`src/rtl/gray_conv_pkg.sv`:
```
// Shared types and reference functions for the pipelined Binary/Gray converter.
// The reference functions work on zero-extended 64-bit words, so any width up to 64 can use them.
package gray_conv_pkg;

    typedef enum logic {
        MODE_BIN2GRAY = 1'b0,
        MODE_GRAY2BIN = 1'b1
    } mode_e;

    function automatic int calc_num_stages(input int width, input int bps);
        return (width + bps - 32'sd1) / bps;
    endfunction

    function automatic logic [63:0] bin2gray(input logic [63:0] b);
        return b ^ (b >> 1'b1);
    endfunction

    function automatic logic [63:0] gray2bin(input logic [63:0] g);
        logic [63:0] b;
        b[63] = g[63];
        for (int i = 62; i >= 0; i--) begin
            b[i] = b[i + 1] ^ g[i];
        end
        return b;
    endfunction

endpackage

```
`src/rtl/gray_conv_stage.sv`:
```
// One converter pipeline stage: valid/mode/word register plus this stage's slice of the Gray->binary prefix-XOR.
// The word carries resolved binary bits above the slice and still-unresolved Gray bits below it.
module gray_conv_stage
    import gray_conv_pkg::*;
#(
    parameter int DATA_WIDTH     = 8,
    parameter int BITS_PER_STAGE = 4,
    parameter int STAGE_IDX      = 0
) (
    input  logic                  clk_i,
    input  logic                  rst_n_i,
    input  logic                  adv_i,
    input  logic                  up_valid_i,
    input  mode_e                 up_mode_i,
    input  logic [DATA_WIDTH-1:0] up_word_i,
    output logic                  valid_o,
    output mode_e                 mode_o,
    output logic [DATA_WIDTH-1:0] word_o
);

    localparam int HI     = DATA_WIDTH - 32'sd1 - STAGE_IDX * BITS_PER_STAGE;
    localparam int LO_RAW = DATA_WIDTH - (STAGE_IDX + 32'sd1) * BITS_PER_STAGE;
    localparam int LO     = (LO_RAW > 32'sd0) ? LO_RAW : 32'sd0;

    logic                  valid_d, valid_q;
    mode_e                 mode_d, mode_q;
    logic [DATA_WIDTH-1:0] word_d, word_q;
    logic [DATA_WIDTH-1:0] resolved_s;
    logic                  carry_s;

    // Resolve this stage's bit slice and decide whether to load the upstream word.
    always_comb begin
        valid_d    = valid_q;
        mode_d     = mode_q;
        word_d     = word_q;
        resolved_s = up_word_i;
        carry_s    = 1'b0;
        if (up_mode_i == MODE_GRAY2BIN) begin
            // Seed from the lowest bit the previous stage resolved (none for the first stage).
            for (int i = DATA_WIDTH - 1; i >= 0; i--) begin
                if (i == HI + 1) begin
                    carry_s = up_word_i[i];
                end else if ((i <= HI) && (i >= LO)) begin
                    carry_s       = carry_s ^ up_word_i[i];
                    resolved_s[i] = carry_s;
                end else begin
                    carry_s = carry_s;
                end
            end
        end else begin
            resolved_s = up_word_i;
        end
        if (adv_i) begin
            valid_d = up_valid_i;
            if (up_valid_i) begin
                mode_d = up_mode_i;
                word_d = resolved_s;
            end else begin
                word_d = word_q;
            end
        end else begin
            valid_d = valid_q;
        end
    end

    // Stage state register.
    always_ff @(posedge clk_i or negedge rst_n_i) begin
        if (!rst_n_i) begin
            valid_q <= 1'b0;
            mode_q  <= MODE_BIN2GRAY;
            word_q  <= '0;
        end else begin
            valid_q <= valid_d;
            mode_q  <= mode_d;
            word_q  <= word_d;
        end
    end

    assign valid_o = valid_q;
    assign mode_o  = mode_q;
    assign word_o  = word_q;

endmodule

```
`src/rtl/gray_code_converter_pipe.sv`:
```
// Pipelined bidirectional Binary/Gray converter with valid/ready on both sides.
// Binary->Gray is done on stage-0 entry; Gray->binary is spread over NUM_STAGES stages.
module gray_code_converter_pipe
    import gray_conv_pkg::*;
#(
    parameter int DATA_WIDTH     = 8,
    parameter int BITS_PER_STAGE = 4
) (
    input  logic                  Clock_In,
    input  logic                  Reset_n_In,
    input  logic                  Enable_In,
    input  logic                  Mode_In,
    input  logic                  In_Valid_In,
    output logic                  In_Ready_Out,
    input  logic [DATA_WIDTH-1:0] Data_In,
    output logic                  Out_Valid_Out,
    input  logic                  Out_Ready_In,
    output logic [DATA_WIDTH-1:0] Data_Out,
    output logic                  Mode_Out
);

    localparam int NUM_STAGES = calc_num_stages(DATA_WIDTH, BITS_PER_STAGE);

    logic [NUM_STAGES-1:0] valid_s;
    logic [NUM_STAGES-1:0] adv_s;
    mode_e                 mode_s [NUM_STAGES];
    logic [DATA_WIDTH-1:0] word_s [NUM_STAGES];
    logic                  nxt_s;

    // Advance chain, evaluated from the output end back to the input.
    always_comb begin
        adv_s = '0;
        nxt_s = Out_Ready_In;
        for (int k = NUM_STAGES - 1; k >= 0; k--) begin
            adv_s[k] = Enable_In & (~valid_s[k] | nxt_s);
            nxt_s    = adv_s[k];
        end
    end

    for (genvar k = 0; k < NUM_STAGES; k++) begin : g_stage
        logic                  up_valid_s;
        mode_e                 up_mode_s;
        logic [DATA_WIDTH-1:0] up_word_s;

        if (k == 0) begin : g_head
            assign up_valid_s = In_Valid_In;
            assign up_mode_s  = mode_e'(Mode_In);
            assign up_word_s  = (Mode_In == MODE_GRAY2BIN) ? Data_In : (Data_In ^ (Data_In >> 1'b1));
        end else begin : g_body
            assign up_valid_s = valid_s[k-1];
            assign up_mode_s  = mode_s[k-1];
            assign up_word_s  = word_s[k-1];
        end

        gray_conv_stage #(
            .DATA_WIDTH    (DATA_WIDTH),
            .BITS_PER_STAGE(BITS_PER_STAGE),
            .STAGE_IDX     (k)
        ) u_stage (
            .clk_i     (Clock_In),
            .rst_n_i   (Reset_n_In),
            .adv_i     (adv_s[k]),
            .up_valid_i(up_valid_s),
            .up_mode_i (up_mode_s),
            .up_word_i (up_word_s),
            .valid_o   (valid_s[k]),
            .mode_o    (mode_s[k]),
            .word_o    (word_s[k])
        );
    end

    // Ready is forced low while reset is held so nothing is taken in during reset.
    assign In_Ready_Out  = adv_s[0] & Reset_n_In;
    assign Out_Valid_Out = valid_s[NUM_STAGES-1];
    assign Data_Out      = word_s[NUM_STAGES-1];
    assign Mode_Out      = mode_s[NUM_STAGES-1];

endmodule

```
`config.mk`:
```
export PLATFORM = sky130hd
export DESIGN_NAME = gray_code_converter_pipe
export DESIGN_NICKNAME = d
export VERILOG_FILES = /design/src/rtl/gray_conv_pkg.sv /design/src/rtl/gray_conv_stage.sv /design/src/rtl/gray_code_converter_pipe.sv
export SDC_FILE = /design/constraint.sdc
export NUM_CORES = 1
export LEC_CHECK = 0
export BUFFER_PORTS_ARGS = -buffer_cell sky130_fd_sc_hd__buf_2
export CORE_UTILIZATION = 55
export DETAILED_ROUTE_END_ITERATION = 8
export HOLD_SLACK_MARGIN = 0.1
export PLACE_DENSITY = 0.8
export SKIP_CTS_REPAIR_TIMING = 1
export SYNTH_ARGS = -nofsm -noshare
export SYNTH_HDL_FRONTEND = slang
export SYNTH_HIERARCHICAL = 1
export SYNTH_SLANG_ARGS = --single-unit
```
`constraint.sdc`:
```
create_clock -name Clock_In -period 4.4 [get_ports Clock_In]
set_input_delay 0 -clock Clock_In [delete_from_list [all_inputs] [get_ports Clock_In]]
set_output_delay 0 -clock Clock_In [all_outputs]
set_load 0.02 [all_outputs]
```
==> flow_summary.toml <==
[power]
clkPwrFrac = 0.164
seqPwrFrac = 0.453
sw_frac_of_total = 0.354
switching_power_uw = 220
pwr-share-comb = 0.383
p_int_uw = 401
vdd_drop_max_v = 0.000313
p_per_area_nw_per_um2 = 480
p_leak_uw = 0.000625

[worst_setup_path]
r2r_start = "g_stage[1].u_stage/valid_o$_DFFE_PN0P_"
startpoint = "Data_In[7]"
worstPathMaxFanout = 5
r2r_cells = 3
critPathCaptureType = "flip-flop"
worstPathArrival_ns = 1.97
cp-start-kind = "primary input"
rr_endpoint = "g_stage[1].u_stage/word_o[7]$_DFFE_PN0P_"
r2r_slack_ns = 2.83
worstPathRequired_ns = 4.63
cp-endpoint = "g_stage[0].u_stage/word_o[4]$_DFFE_PN0P_"
critPathKind = "in2reg"

[global_route]
grt-ovfl-total = 0
grt_pass1_vias = 706
grt_pass1_wl_microns = 2990
grt_use_total = 0.208
grt_antenna_before_repair = 0
grt_start_max_net_pins = 22

[place]
dpl.hpwl_microns = 1420
place_inst = 143
place_area_sq_um = 1200
pre_cts_ws_ns = 2.77
place_congestion = 0.724
io_buffers = 24

[yosys]
synth.top_cells.by_count = "dfrtp_1, nand2_1, mux2_2"
synth_ff_type = "dfrtp_1"
synthArstFlopShare = 1.00
yosys_warnings = 6
yosys.cell_types.count = 27
postSynthNetCount = 110
postSynthAreaPerCell_sq_um = 11.0
synthTopCellsByArea = "dfrtp_1, mux2_2, xnor2_1"
ys_seq_elements = 20
ys_seq_area_frac = 0.474
synth_top_area_cell = "dfrtp_1"
synthCells = 96
synth_edf_count = 0
synth_area_sq_um = 1050
synth_top_cell_area_share = 0.474
synthMostInstantiatedCell = "dfrtp_1"

[drt]
routedWlPerCell_microns = 12.3
drt-vias-per-instance = 5.07
drt_iter0_markers = 8
firstDrtPassIters = 4
drt-total-wl_microns = 1880
via_count = 775
drc = 0
ant_nets = 0

[min_path]
hold_path.class = "in2reg"

[floorplanning]
boundaryPins = 25
die_w_microns = 45.8
die_area_sq_um = 2100
coreArea_sq_um = 1760
die_y_microns = 45.8
start_util = 0.598
rows = 15

[layout]
multiInputGateArea_sq_um = 531
final_layout_size_suffix_gt1_frac = 0.320
layoutNonFillerInstCount = 153
seq_area_sq_um = 500
fill_cells = 150
syn2layout_area_growth_pct = 22.7
diodes = 0
nets = 143
final_area_sq_um = 1290

[clock_network]
cts_tree = "done"
clk_pin_slew_ns = 0.11
cts_root_buf = "clkbuf_4"
cts_made_buffers = 3
h-tree-depth = 1
cts.sinks = 20
clk_path_buf_depth = 2
clkLatencyLatePin_ns = 0.29

[timing]
final_max_slew_viol_count = 0
setup_tns_ns = 0
max_slew_margin = 0.695
rsz0062_at_grt = "false"
timing.final.crit_share = 0.396
setup_slack_ns = 2.66
tightest_slew_ns = 0.457
finalHoldViolations = 0
fmax_ghz = 0.574
holdWs_ns = 0.0982
finClkSkew_ns = 0.00701
setup_viol = 0
finalCriticalPeriod_ns = 1.74

[outcome]
outcome = "finished, final reports clean"

[flow_run]
max_cap_viol_count = 0
==> state kept, by name, summed over array words and instances (netlist names) <==
name,count
g_stage.u_stage/mode_o,2
g_stage.u_stage/valid_o,2
g_stage.u_stage/word_o,16
==> per-stage QoR <==
step / total power [uW] / utilization
after CTS: 625 / 0.699
after global placement: 507 / 0.679
after floorplan: 444 / -
final: 620 / 0.733
after detailed placement: 521 / 0.679
after global routing: 664 / 0.733
==> worst max-delay path, cell delays in order <==
cell,delay [ns]
dlygate4sd3_1,0.52
buf_2,0.15
nand2b_1,0.08
xnor2_1,0.35
xnor3_1,0.40
or3_1,0.31
a31oi_1,0.16
==> area by class of cell <==
type,instances,area share
sequential,20,0.387
timing repair buffer,30,0.139
clock buffer,4,0.0280
multi-input combinational,70,0.410
tap,25,0.0242
inverter,4,0.0116
==> kinds of logic (layout without fill, tap and decap cells) <==
group	after synthesis	in the layout	share of synthesized area
buffers and inverters	6	38	0.0225
XOR/XNOR	16	16	0.168
multiplexers	10	10	0.107
flip-flops	20	20	0.474
AND/OR/NAND/NOR	31	31	0.157
AO/OA/AOI/OAI	13	13	0.0712
==> worst min-delay path by stage <==
stage,end,slack (ns),from,depth (start not counted)
floorplan,g_stage[0].u_stage/mode_o$_DFFE_PN0P_,-0.30,Reset_n_In,0
global placement,g_stage[1].u_stage/word_o[6]$_DFFE_PN0P_,-0.04,Reset_n_In,1
detailed placement,g_stage[1].u_stage/word_o[6]$_DFFE_PN0P_,-0.03,Reset_n_In,1
CTS,g_stage[1].u_stage/word_o[4]$_DFFE_PN0P_,-0.36,Reset_n_In,1
global route,g_stage[0].u_stage/mode_o$_DFFE_PN0P_,0.11,Mode_In,3
finish,g_stage[0].u_stage/mode_o$_DFFE_PN0P_,0.1,Mode_In,3
==> routing by layer <==
metal | up-vias | global-route usage | share of wire
met5 | - | 0 | 0
met3 | 2 | 0.0476 | 0.033
met2 | 24 | 0.340 | 0.53
met1 | 366 | 0.249 | 0.43
met4 | 0 | 0.124 | 0.013
li1 | 383 | - | -
==> placed cells by master (no fill, tap or decap), types with 2 or more instances in the layout <==
cell	n
mux2_2	10
clkbuf_4	3
nand2b_1	6
and2_1	2
xnor2_1	7
dlygate4sd3_1	6
o21ai_0	7
nand2_1	12
buf_2	24
xor2_1	6
nor2_1	2
dfrtp_1	20
inv_1	4
nand3_1	4
==> power groups by stage <==
| stage | Sequential [uW] | Clock, uW | Combinational, uW |
|---|---|---|---|
| 6_report | 281 | 102 | 237 |
| 5_1_grt | 288 | 119 | 258 |
| 4_1_cts | 282 | 108 | 236 |
| 3_5_place_dp | 286 | 0 | 235 |
| 3_3_place_gp | 281 | 0 | 226 |
| 2_1_floorplan | 329 | 0 | 115 |
No activity file was read; power rests on OpenSTA's default activity.
